[config.mk]
export PLATFORM = sky130hd
export DESIGN_NAME = event_packet_uart_tx
export DESIGN_NICKNAME = d
export VERILOG_FILES = /design/src/rtl/event_packet_uart_tx_pkg.sv /design/src/rtl/event_packet_uart_tx_byte.sv /design/src/rtl/event_packet_uart_tx.sv
export SDC_FILE = /design/constraint.sdc
export NUM_CORES = 1
export LEC_CHECK = 0
export ABC_AREA = 1
export CAP_MARGIN = 20
export CORE_UTILIZATION = 50
export DETAILED_ROUTE_END_ITERATION = 8
export PLACE_DENSITY = 0.74
export RECOVER_POWER = 100
export SLEW_MARGIN = 20
export SYNTH_ARGS = -nofsm -noshare
export SYNTH_HDL_FRONTEND = slang
export SYNTH_HIERARCHICAL = 1
export SYNTH_SLANG_ARGS = --single-unit
[constraint.sdc]
create_clock -name clk -period 1.9 [get_ports clk]
set_input_delay 0.285 -clock clk [delete_from_list [all_inputs] [get_ports clk]]
set_output_delay 0.285 -clock clk [all_outputs]
set_load 0.02 [all_outputs]
[src/rtl/event_packet_uart_tx_pkg.sv]
// Shared types and helpers for the event packet UART transmitter.
package event_packet_uart_tx_pkg;

  typedef enum logic [1:0] {
    IDLE  = 2'd0,
    START = 2'd1,
    DATA  = 2'd2,
    STOP  = 2'd3
  } tx_state_e;

  function automatic int unsigned calc_clks_per_bit(input int unsigned clk_hz,
                                                    input int unsigned baud);
    return clk_hz / baud;
  endfunction

endpackage

[src/rtl/event_packet_uart_tx_byte.sv]
// Single-byte 8N1 serializer. A start_i seen on the final stop-bit clock chains
// straight into the next start bit with no idle gap.
module uart_byte_tx
  import event_packet_uart_tx_pkg::*;
#(
  parameter int unsigned CLKS_PER_BIT = 10
) (
  input  logic       clk,
  input  logic       rst_n,
  input  logic       start_i,
  input  logic [7:0] data_i,
  output logic       tx_o,
  output logic       busy_o,
  output logic       done_o
);

  localparam int unsigned CW = $clog2(CLKS_PER_BIT);
  localparam logic [CW-1:0] CNT_MAX = CW'(CLKS_PER_BIT - 1);

  tx_state_e     state_q, state_d;
  logic [CW-1:0] cnt_q, cnt_d;
  logic [2:0]    bit_q, bit_d;
  logic [7:0]    shreg_q, shreg_d;
  logic          tx_q, tx_d;
  logic          tick;

  assign tick   = (cnt_q == CNT_MAX);
  assign tx_o   = tx_q;
  assign busy_o = (state_q != IDLE);
  assign done_o = (state_q == STOP) && tick;

  always_ff @(posedge clk or negedge rst_n) begin
    if (!rst_n) begin
      state_q <= IDLE;
      cnt_q   <= '0;
      bit_q   <= '0;
      shreg_q <= '0;
      tx_q    <= 1'b1;
    end else begin
      state_q <= state_d;
      cnt_q   <= cnt_d;
      bit_q   <= bit_d;
      shreg_q <= shreg_d;
      tx_q    <= tx_d;
    end
  end

  // tx is registered, so each branch sets tx_d to the level of the bit being entered.
  always_comb begin
    state_d = state_q;
    cnt_d   = cnt_q;
    bit_d   = bit_q;
    shreg_d = shreg_q;
    tx_d    = tx_q;
    unique case (state_q)
      IDLE: begin
        tx_d = 1'b1;
        if (start_i) begin
          state_d = START;
          cnt_d   = '0;
          shreg_d = data_i;
          tx_d    = 1'b0;
        end
      end
      START: begin
        if (tick) begin
          state_d = DATA;
          cnt_d   = '0;
          bit_d   = '0;
          tx_d    = shreg_q[0];
        end else begin
          cnt_d = cnt_q + 1'b1;
        end
      end
      DATA: begin
        if (tick) begin
          cnt_d = '0;
          if (bit_q == 3'd7) begin
            state_d = STOP;
            bit_d   = '0;
            tx_d    = 1'b1;
          end else begin
            bit_d   = bit_q + 3'd1;
            shreg_d = shreg_q >> 1;
            tx_d    = shreg_q[1];
          end
        end else begin
          cnt_d = cnt_q + 1'b1;
        end
      end
      STOP: begin
        if (tick) begin
          cnt_d = '0;
          if (start_i) begin
            state_d = START;
            shreg_d = data_i;
            tx_d    = 1'b0;
          end else begin
            state_d = IDLE;
            tx_d    = 1'b1;
          end
        end else begin
          cnt_d = cnt_q + 1'b1;
        end
      end
      default: begin
        state_d = IDLE;
        tx_d    = 1'b1;
      end
    endcase
  end

endmodule

[src/rtl/event_packet_uart_tx.sv]
// Packet sequencer: latches an NBYTES event word and streams it LSB byte first
// through the byte serializer, pulsing tx_done once the last stop bit ends.
module event_packet_uart_tx
  import event_packet_uart_tx_pkg::*;
#(
  parameter int unsigned CLK_HZ = 100000000,
  parameter int unsigned BAUD   = 115200,
  parameter int unsigned NBYTES = 4
) (
  input  logic                  clk,
  input  logic                  rst_n,
  input  logic                  new_tx,
  input  logic [8*NBYTES-1:0]   data_in,
  output logic                  tx,
  output logic                  busy,
  output logic                  tx_done
);

  localparam int unsigned CLKS_PER_BIT = calc_clks_per_bit(CLK_HZ, BAUD);
  localparam int unsigned IW = (NBYTES > 1) ? $clog2(NBYTES) : 1;
  localparam logic [IW-1:0] LAST_IDX = IW'(NBYTES - 1);

  if (CLKS_PER_BIT < 2 || NBYTES < 1) begin : g_bad_cfg
    $error("event_packet_uart_tx: CLKS_PER_BIT must be >= 2 and NBYTES >= 1");
  end

  logic [8*NBYTES-1:0] data_q, data_d;
  logic [IW-1:0]       idx_q, idx_d;
  logic [IW-1:0]       next_idx;
  logic                done_q, done_d;
  logic                byte_start;
  logic [7:0]          byte_data;
  logic                byte_busy;
  logic                byte_done;
  logic                accept;

  assign accept   = new_tx && !byte_busy;
  assign next_idx = idx_q + 1'b1;
  assign busy     = byte_busy;
  assign tx_done  = done_q;

  always_ff @(posedge clk or negedge rst_n) begin
    if (!rst_n) begin
      data_q <= '0;
      idx_q  <= '0;
      done_q <= 1'b0;
    end else begin
      data_q <= data_d;
      idx_q  <= idx_d;
      done_q <= done_d;
    end
  end

  // The first byte comes straight from data_in so tx can fall on the accepting edge.
  always_comb begin
    data_d     = data_q;
    idx_d      = idx_q;
    done_d     = 1'b0;
    byte_start = 1'b0;
    byte_data  = '0;
    if (accept) begin
      data_d     = data_in;
      idx_d      = '0;
      byte_start = 1'b1;
      byte_data  = data_in[7:0];
    end else if (byte_done) begin
      if (idx_q != LAST_IDX) begin
        idx_d      = next_idx;
        byte_start = 1'b1;
        byte_data  = data_q[{next_idx, 3'b000} +: 8];
      end else begin
        done_d = 1'b1;
      end
    end
  end

  uart_byte_tx #(
    .CLKS_PER_BIT(CLKS_PER_BIT)
  ) u_byte_tx (
    .clk    (clk),
    .rst_n  (rst_n),
    .start_i(byte_start),
    .data_i (byte_data),
    .tx_o   (tx),
    .busy_o (byte_busy),
    .done_o (byte_done)
  );

endmodule

==> flow_summary_export.csv, run 1 <==
group,metric,value,unit
outcome,status,"finished clean",
worst_hold_path,hp-class,"input port to flop",
grt,top_usage_layer,"met2",
cts,cts_sinks,59,
logic_synthesis,ys_ff_latch,59,
logic_synthesis,ys_seq_area_share,47.5,%
timing,worst_slew_pin_slew,1.17,ns
worst_hold_path,holdPathEnd,"data_q[10]$_DFFE_PN0P_",
critical_path,required,2.14,ns
critical_path,crit_type,"flop to flop",
routing,drc,0,
routing,vias_per_cell,5.11,
worst_hold_path,whs_path_depth,3,
routing,drtIter0Drc,214,
routing,dr_total_vias,2835,
timing,rsz0062_at_grt,"true",
timing,setup_violations,0,
grt,met3_usage,4.16,%
grt,grt_pass1_wl,12.2,mm
floorplan,io_pins,38,
cts,insertion_delay,0.34,ns
critical_path,endpoint_kind,"flop",
grt,antenna_found_initial,0,
logic_synthesis,syn_area,0.00311,mm^2
critical_path,worstPathMaxFanout,8,
routing,wirelength,7.40,mm
logic_synthesis,ys_types,33,
floorplan,die_height,80.9,um
cts,cts_max_path_buffers,2,
cts,cts_root_buffer,"clkbuf_8",
logic_synthesis,yosysWarningCount,6,
cells_and_area,mostFrequentLayoutCell,"nand2_1",
timing,period_share,98.1,%
floorplan,die_w,80.9,um
place,numPortBuffers,37,
grt,grt_pass1_vias,2695,
cts,clkTransAtPathRegs,0.07,ns
cells_and_area,fill_cells,503,
floorplan,die-area,0.00655,mm^2
timing,worst_hold_slack,0.469,ns
power,ir_drop,0.000729,V
run,maxCapViolCount,0,
critical_path,r2r-start,"u_byte_tx/cnt_q[1]$_DFFE_PN0P_",
grt,grt_use_met1,32.9,%
power,power.density,1440,mW/mm^2
timing,drv_slew,0,
worst_hold_path,hp-start,"data_in[10]",
grt,grt_overflow_total,0,
cells_and_area,mostFrequentLayoutCells,"nand2_1, dfrtp_1, nand3_1",
power,total_power,0.00584,W
cts,cts_buffers,9,
grt,grt_usage,25.1,%
cells_and_area,diodes,0,
floorplan,core,0.00596,mm^2
timing,hold_viol_final,0,
critical_path,cp.arrival,2.10,ns
timing,min_period,1.86,ns
timing,fmax,0.537,GHz
cts,cts_tree,"yes",
timing,relSlewSlack,22.3,%
place,placed_area,0.00371,mm^2
cells_and_area,drive_above_1_share,17.5,%
logic_synthesis,synth.net_count,451,
place,place_hpwl,5.08,mm
cells_and_area,fin_util,67.8,%
cts,h-tree-depth,3,
cells_and_area,fin_nets,520,
logic_synthesis,synth_area_per_cell,7.67,um^2
cells_and_area,final_area,0.00404,mm^2
routing,ant_nets,0,
logic_synthesis,synthCells,406,
floorplan,num_rows,28,
critical_path,rr_worst_depth,13,
critical_path,cp-start-kind,"flop",
place,globalplace.congestion,0.861,
timing,skew,0.00768,ns
grt,grt_max_degree,41,
cells_and_area,syn2layout_area_growth,29.8,%
critical_path,r2r_slack,0.04,ns
routing,dr.pass1.iters,4,
routing,wl_per_cell,13.3,um
critical_path,rr_endpoint,"u_byte_tx/state_q[1]$_DFFE_PN0P_",
grt,grtUsageMet2,40.4,%
power,p_leak,2.05,nW
floorplan,start_util,52.3,%
power by group:
| part | internal [W] | switching (W) | leakage [nW] |
|---|---|---|---|
| logic | 0.00103 | 0.00148 | 1.18 |
| clock network | 0.000708 | 0.000514 | 0.108 |
| registers | 0.00178 | 0.000313 | 0.756 |
| total | 0.00353 | 0.00231 | 2.05 |
flip-flops by register name (all words and copies together), names as in the netlist:
register and flops:
data_q 32, u_byte_tx/cnt_q 10, u_byte_tx/shreg_q 8, u_byte_tx/bit_q 3
idx_q 2, u_byte_tx/state_q 2, tx_done 1, u_byte_tx/tx_o 1
stage by stage:
| stage | setup TNS (ns) | setup slack (ns) | instances |
|---|---|---|---|
| after floorplan | 0 | 0.000934 | 406 |
| after global placement | 0 | 0.0615 | 531 |
| after detailed placement | -0.0551 | -0.0329 | 531 |
| after CTS | 0 | 0.0376 | 549 |
| after global routing | -1.08 | -0.0707 | 555 |
| final | 0 | 0.0362 | 555 |
synthesized netlist by cell type:
cell type / number / area (um^2)
inv_4: 1 / 6.26
buf_2: 7 / 35.0
clkinv_2: 1 / 5.00
nand4_4: 1 / 21.3
nor2_4: 2 / 22.5
nor3_2: 1 / 10.0
buf_4: 3 / 22.5
buf_6: 1 / 11.3
ha_1: 10 / 125
a31oi_1: 1 / 6.26
xor2_1: 2 / 17.5
dfstp_2: 1 / 26.3
o21ai_0: 1 / 5.00
o22ai_1: 3 / 18.8
nand4_2: 1 / 12.5
a41oi_1: 1 / 8.76
nand3_1: 40 / 200
dfrtp_1: 58 / 1450
o21ai_2: 1 / 8.76
inv_2: 7 / 26.3
or2_1: 2 / 12.5
nand4_1: 3 / 18.8
nor2_2: 4 / 25.0
a21oi_1: 2 / 10.0
xnor2_1: 1 / 8.76
a21oi_4: 2 / 32.5
nand2_4: 1 / 11.3
nand2_1: 210 / 788
inv_1: 15 / 56.3
o21ai_1: 13 / 65.1
nor2_1: 8 / 30.0
nand3b_1: 1 / 7.51
nand2_2: 1 / 6.26
critical path: stages (launching register included):
cell,delay (ns)
dfrtp_1,0.36
ha_2,0.19
nand2_2,0.06
nor2_4,0.14
nand4_4,0.11
nor2_4,0.15
nand2_4,0.09
nand2_4,0.08
buf_4,0.13
nor2_1,0.07
inv_2,0.14
nand3_2,0.09
nand2_1,0.07
nand2_1,0.05
cells by family (layout without fill, tap and decap cells):
| family | after synthesis | in the layout | share of synthesized area (%) |
|---|---|---|---|
| and+or+nand+nor | 275 | 276 | 37.5 |
| xor gates and xnor gates | 3 | 3 | 0.844 |
| adders and majority gates | 10 | 10 | 4.02 |
| DFF | 59 | 59 | 47.5 |
| buffers and inverters | 35 | 108 | 5.22 |
| AOI/OAI and AO/OA | 24 | 24 | 4.98 |
final cells by class:
cell class / count / area (um^2) / share of cell area (%)
timing repair buffer: 68 / 614 / 15.2
multi-input combinational: 313 / 1550 / 38.3
clock buffer: 12 / 165 / 4.09
sequential: 59 / 1480 / 36.6
inverter: 24 / 93.8 / 2.32
tap: 75 / 93.8 / 2.32
clock inverter: 4 / 47.5 / 1.18
worst max path at each step:
stage | from | end | slack [ns] | cells after the start
6_report | u_byte_tx/cnt_q[1]$_DFFE_PN0P_ | u_byte_tx/state_q[1]$_DFFE_PN0P_ | 0.04 | 13
5_1_grt | u_byte_tx/cnt_q[1]$_DFFE_PN0P_ | u_byte_tx/shreg_q[3]$_DFFE_PN0P_ | -0.07 | 12
4_1_cts | u_byte_tx/state_q[0]$_DFFE_PN0P_ | u_byte_tx/shreg_q[7]$_DFFE_PN0P_ | 0.04 | 11
3_5_place_dp | u_byte_tx/cnt_q[0]$_DFFE_PN0P_ | u_byte_tx/shreg_q[7]$_DFFE_PN0P_ | -0.03 | 13
3_3_place_gp | u_byte_tx/cnt_q[0]$_DFFE_PN0P_ | u_byte_tx/shreg_q[0]$_DFFE_PN0P_ | 0.06 | 13
2_1_floorplan | u_byte_tx/cnt_q[0]$_DFFE_PN0P_ | u_byte_tx/shreg_q[0]$_DFFE_PN0P_ | 0.0009 | 12
routing by layer:
metal | share of wire [%] | vias to the layer above | routed length (um)
met1 | 45 | 1321 | 3360
li1 | - | 1424 | -
met2 | 49 | 79 | 3600
met3 | 4.1 | 11 | 300
met5 | 0 | - | 0
met4 | 1.8 | 0 | 133
what timing repair did:
| action | 4_1_cts | 5_1_grt |
|---|---|---|
| gates cloned | 0 | 1 |
| pin swaps | 0 | 15 |
| setup endpoints to repair | 9 | 11 |
| resized for setup | 4 | 14 |
| buffers inserted | 1 | 5 |
| hold buffers | 1 | 0 |
| endpoints found under the hold margin | 18 | 0 |
Note: power is estimated with default switching activity, not from simulation.
==> inputs of run 2 (changes only) <==
Settings changed: CAP_MARGIN 20 to default.
==> results of run 2 <==
The final DEF is identical to that of run 1; final timing and power are the same.
==> inputs of run 3 (changes only) <==
Settings changed: PLACE_DENSITY 0.74 to 0.75.
==> run 3 against run 2 <==
  * Design area increased by 0.62%
  * Die area unchanged
  * Flip-flop and latch count is the same
  * Clock skew about the same
  * Fmax is 0.57% higher
  * Combinational power fell by 2%
  * Clock power up 16%
  * First-iteration DRC count is 27% lower
  * Global-route usage fell by 0.55 points
  * Non-clock buffer count unchanged
  * Sequential share of layout area fell by 0.23 points
  * Critical endpoint is now u_byte_tx/shreg_q[0]$_DFFE_PN0P_
==> flow_summary_export.csv, run 3 (synthesized netlist as in run 1, its figures left out) <==
group,metric,value,unit
power,power.density,1470,mW/mm^2
critical_path,cp-start-kind,"flop",
critical_path,cp.arrival,2.09,ns
grt,grt_max_degree,43,
timing,relSlewSlack,32.3,%
cells_and_area,area.sequential,0.00148,mm^2
place,place_hpwl,5.01,mm
timing,hold_viol_final,0,
grt,antenna_found_initial,0,
floorplan,core,0.00596,mm^2
critical_path,worstPathMaxFanout,8,
cts,cts_tree,"yes",
cts,insertion_delay,0.34,ns
routing,drtIter0Drc,156,
power,p_seq_share,35.2,%
cells_and_area,largest_register,"data_q",
place,numPortBuffers,37,
timing,setup_violations,0,
floorplan,num_rows,28,
timing,worst_slew_pin_slew,1.02,ns
timing,min_period,1.85,ns
power,switching_share,38.4,%
power,power.internal,0.00368,W
critical_path,endpoint_kind,"flop",
floorplan,start_util,52.3,%
grt,met3_usage,6.18,%
power,pwr-share-comb,41.1,%
cells_and_area,syn2layout_area_growth,30.6,%
grt,top_usage_layer,"met2",
grt,grt_pass1_wl,11.9,mm
routing,ant_nets,0,
cells_and_area,fin_util,68.3,%
grt,grt_use_met1,32.2,%
grt,grt_overflow_total,0,
grt,grtUsageMet2,36.9,%
floorplan,die_w,80.9,um
cts,clkTransAtPathRegs,0.07,ns
cells_and_area,multi_input_area,0.00153,mm^2
cells_and_area,diodes,0,
cells_and_area,fill_cells,508,
timing,skew,0.00784,ns
outcome,status,"finished clean",
timing,fmax,0.540,GHz
floorplan,die_height,80.9,um
floorplan,io_pins,38,
timing,period_share,97.5,%
timing,worst_hold_slack,0.471,ns
routing,wirelength,7.41,mm
grt,grt_pass1_vias,2601,
routing,wl_per_cell,13.4,um
routing,dr.pass1.iters,4,
grt,grt_usage,24.6,%
cells_and_area,mostFrequentLayoutCell,"nand2_1",
floorplan,die-area,0.00655,mm^2
power,pwr-share-clk,23.7,%
run,maxCapViolCount,0,
cells_and_area,largest_register_ffs,32,
power,power_switching,0.00230,W
cells_and_area,mostFrequentLayoutCells,"nand2_1, dfrtp_1, nand3_1",
cells_and_area,fin_nets,519,
cells_and_area,reg_top3,"data_q (32), u_byte_tx/cnt_q (10), u_byte_tx/shreg_q (8)",
routing,drc,0,
worst_hold_path,hp-class,"input port to flop",
cts,cts_buffers,9,
routing,vias_per_cell,5.20,
cts,cts_sinks,59,
power,p_leak,2.06,nW
cts,h-tree-depth,3,
cells_and_area,drive_above_1_share,17.3,%
place,globalplace.congestion,0.838,
power,ir_drop,0.000744,V
place,dpl_worst_slack,0.0427,ns
critical_path,required,2.13,ns
cts,cts_max_path_buffers,2,
cts,cts_root_buffer,"clkbuf_8",
timing,drv_slew,0,
timing,worst_slack,0.0467,ns
routing,dr_total_vias,2882,
critical_path,crit_type,"flop to flop",
==> run 3: changes by cell type in the layout (fill, tap and decap cells not counted), sizes merged <==
cell           change
buf                -1
bufinv             +2
clkdlybuf4s50      -1
clkinvlp           -1
dlygate4sd3        +1
nor2               -1
==> run 3: power groups by stage <==
stage | sequential, W | combinational [W] | clock [W]
floorplan | 0.00207 | 0.00154 | 0
global placement | 0.00210 | 0.00219 | 0
detailed placement | 0.00211 | 0.00226 | 0
CTS | 0.00210 | 0.00227 | 0.00145
global route | 0.00217 | 0.00275 | 0.00150
finish | 0.00211 | 0.00246 | 0.00142
==> run 3: per-stage QoR <==
stage / setup TNS (ns) / cell area, um^2 / power (W) / cells
after floorplan: 0 / 3120 / 0.00361 / 406
after global placement: 0 / 3680 / 0.00428 / 527
after detailed placement: 0 / 3680 / 0.00437 / 527
after CTS: 0 / 3930 / 0.00582 / 544
after global routing: -0.303 / 4070 / 0.00642 / 554
final: 0 / 4070 / 0.00598 / 554
==> run 3: timing repair <==
action,4_1_cts,5_1_grt
endpoints found under the setup margin,1,16
pin swaps,0,21
endpoints found under the hold margin,16,0
setup buffers,0,10
gates resized for setup,1,18
hold buffers,1,0
==> run 3: worst paths after layout <==
kind	startpoint	to	slack (ns)	depth (start not counted)
max in group asynchronous	rst_n	data_q[13]$_DFFE_PN0P_	0.51	3
hold / removal	data_in[28]	data_q[28]$_DFFE_PN0P_	0.47	3
hold reg to reg	data_q[20]$_DFFE_PN0P_	data_q[20]$_DFFE_PN0P_	0.47	2
min in group asynchronous	rst_n	u_byte_tx/bit_q[0]$_DFFE_PN0P_	0.64	2
setup / recovery	u_byte_tx/cnt_q[1]$_DFFE_PN0P_	u_byte_tx/shreg_q[0]$_DFFE_PN0P_	0.05	12
setup reg to reg	u_byte_tx/cnt_q[1]$_DFFE_PN0P_	u_byte_tx/shreg_q[0]$_DFFE_PN0P_	0.05	12
==> run 3: final cells by class <==
cell class                 instances  share of cell area, %
tap                               75                   2.31
clock buffer                      11                   3.48
clock inverter                     5                   2.46
inverter                          24                   2.31
sequential                        59                   36.3
timing repair buffer              68                   15.5
multi-input combinational        312                   37.6
==> run 3: worst max-delay path, stage by stage (launching register included) <==
cell	delay, ns
dfrtp_1	0.36
ha_2	0.19
nand2_2	0.06
nor2_4	0.13
nand4_4	0.10
nor2_4	0.17
nand2_4	0.08
nand2_2	0.07
o21ai_1	0.08
a21oi_4	0.21
nand2_4	0.12
nand2_1	0.09
nand2_1	0.06
==> run 3: metal layers <==
metal / vias up / part of all wire (%)
met1: 1335 / 43
met2: 98 / 49
met4: 0 / 3.0
li1: 1428 / -
met5: - / 0
met3: 21 / 5.3
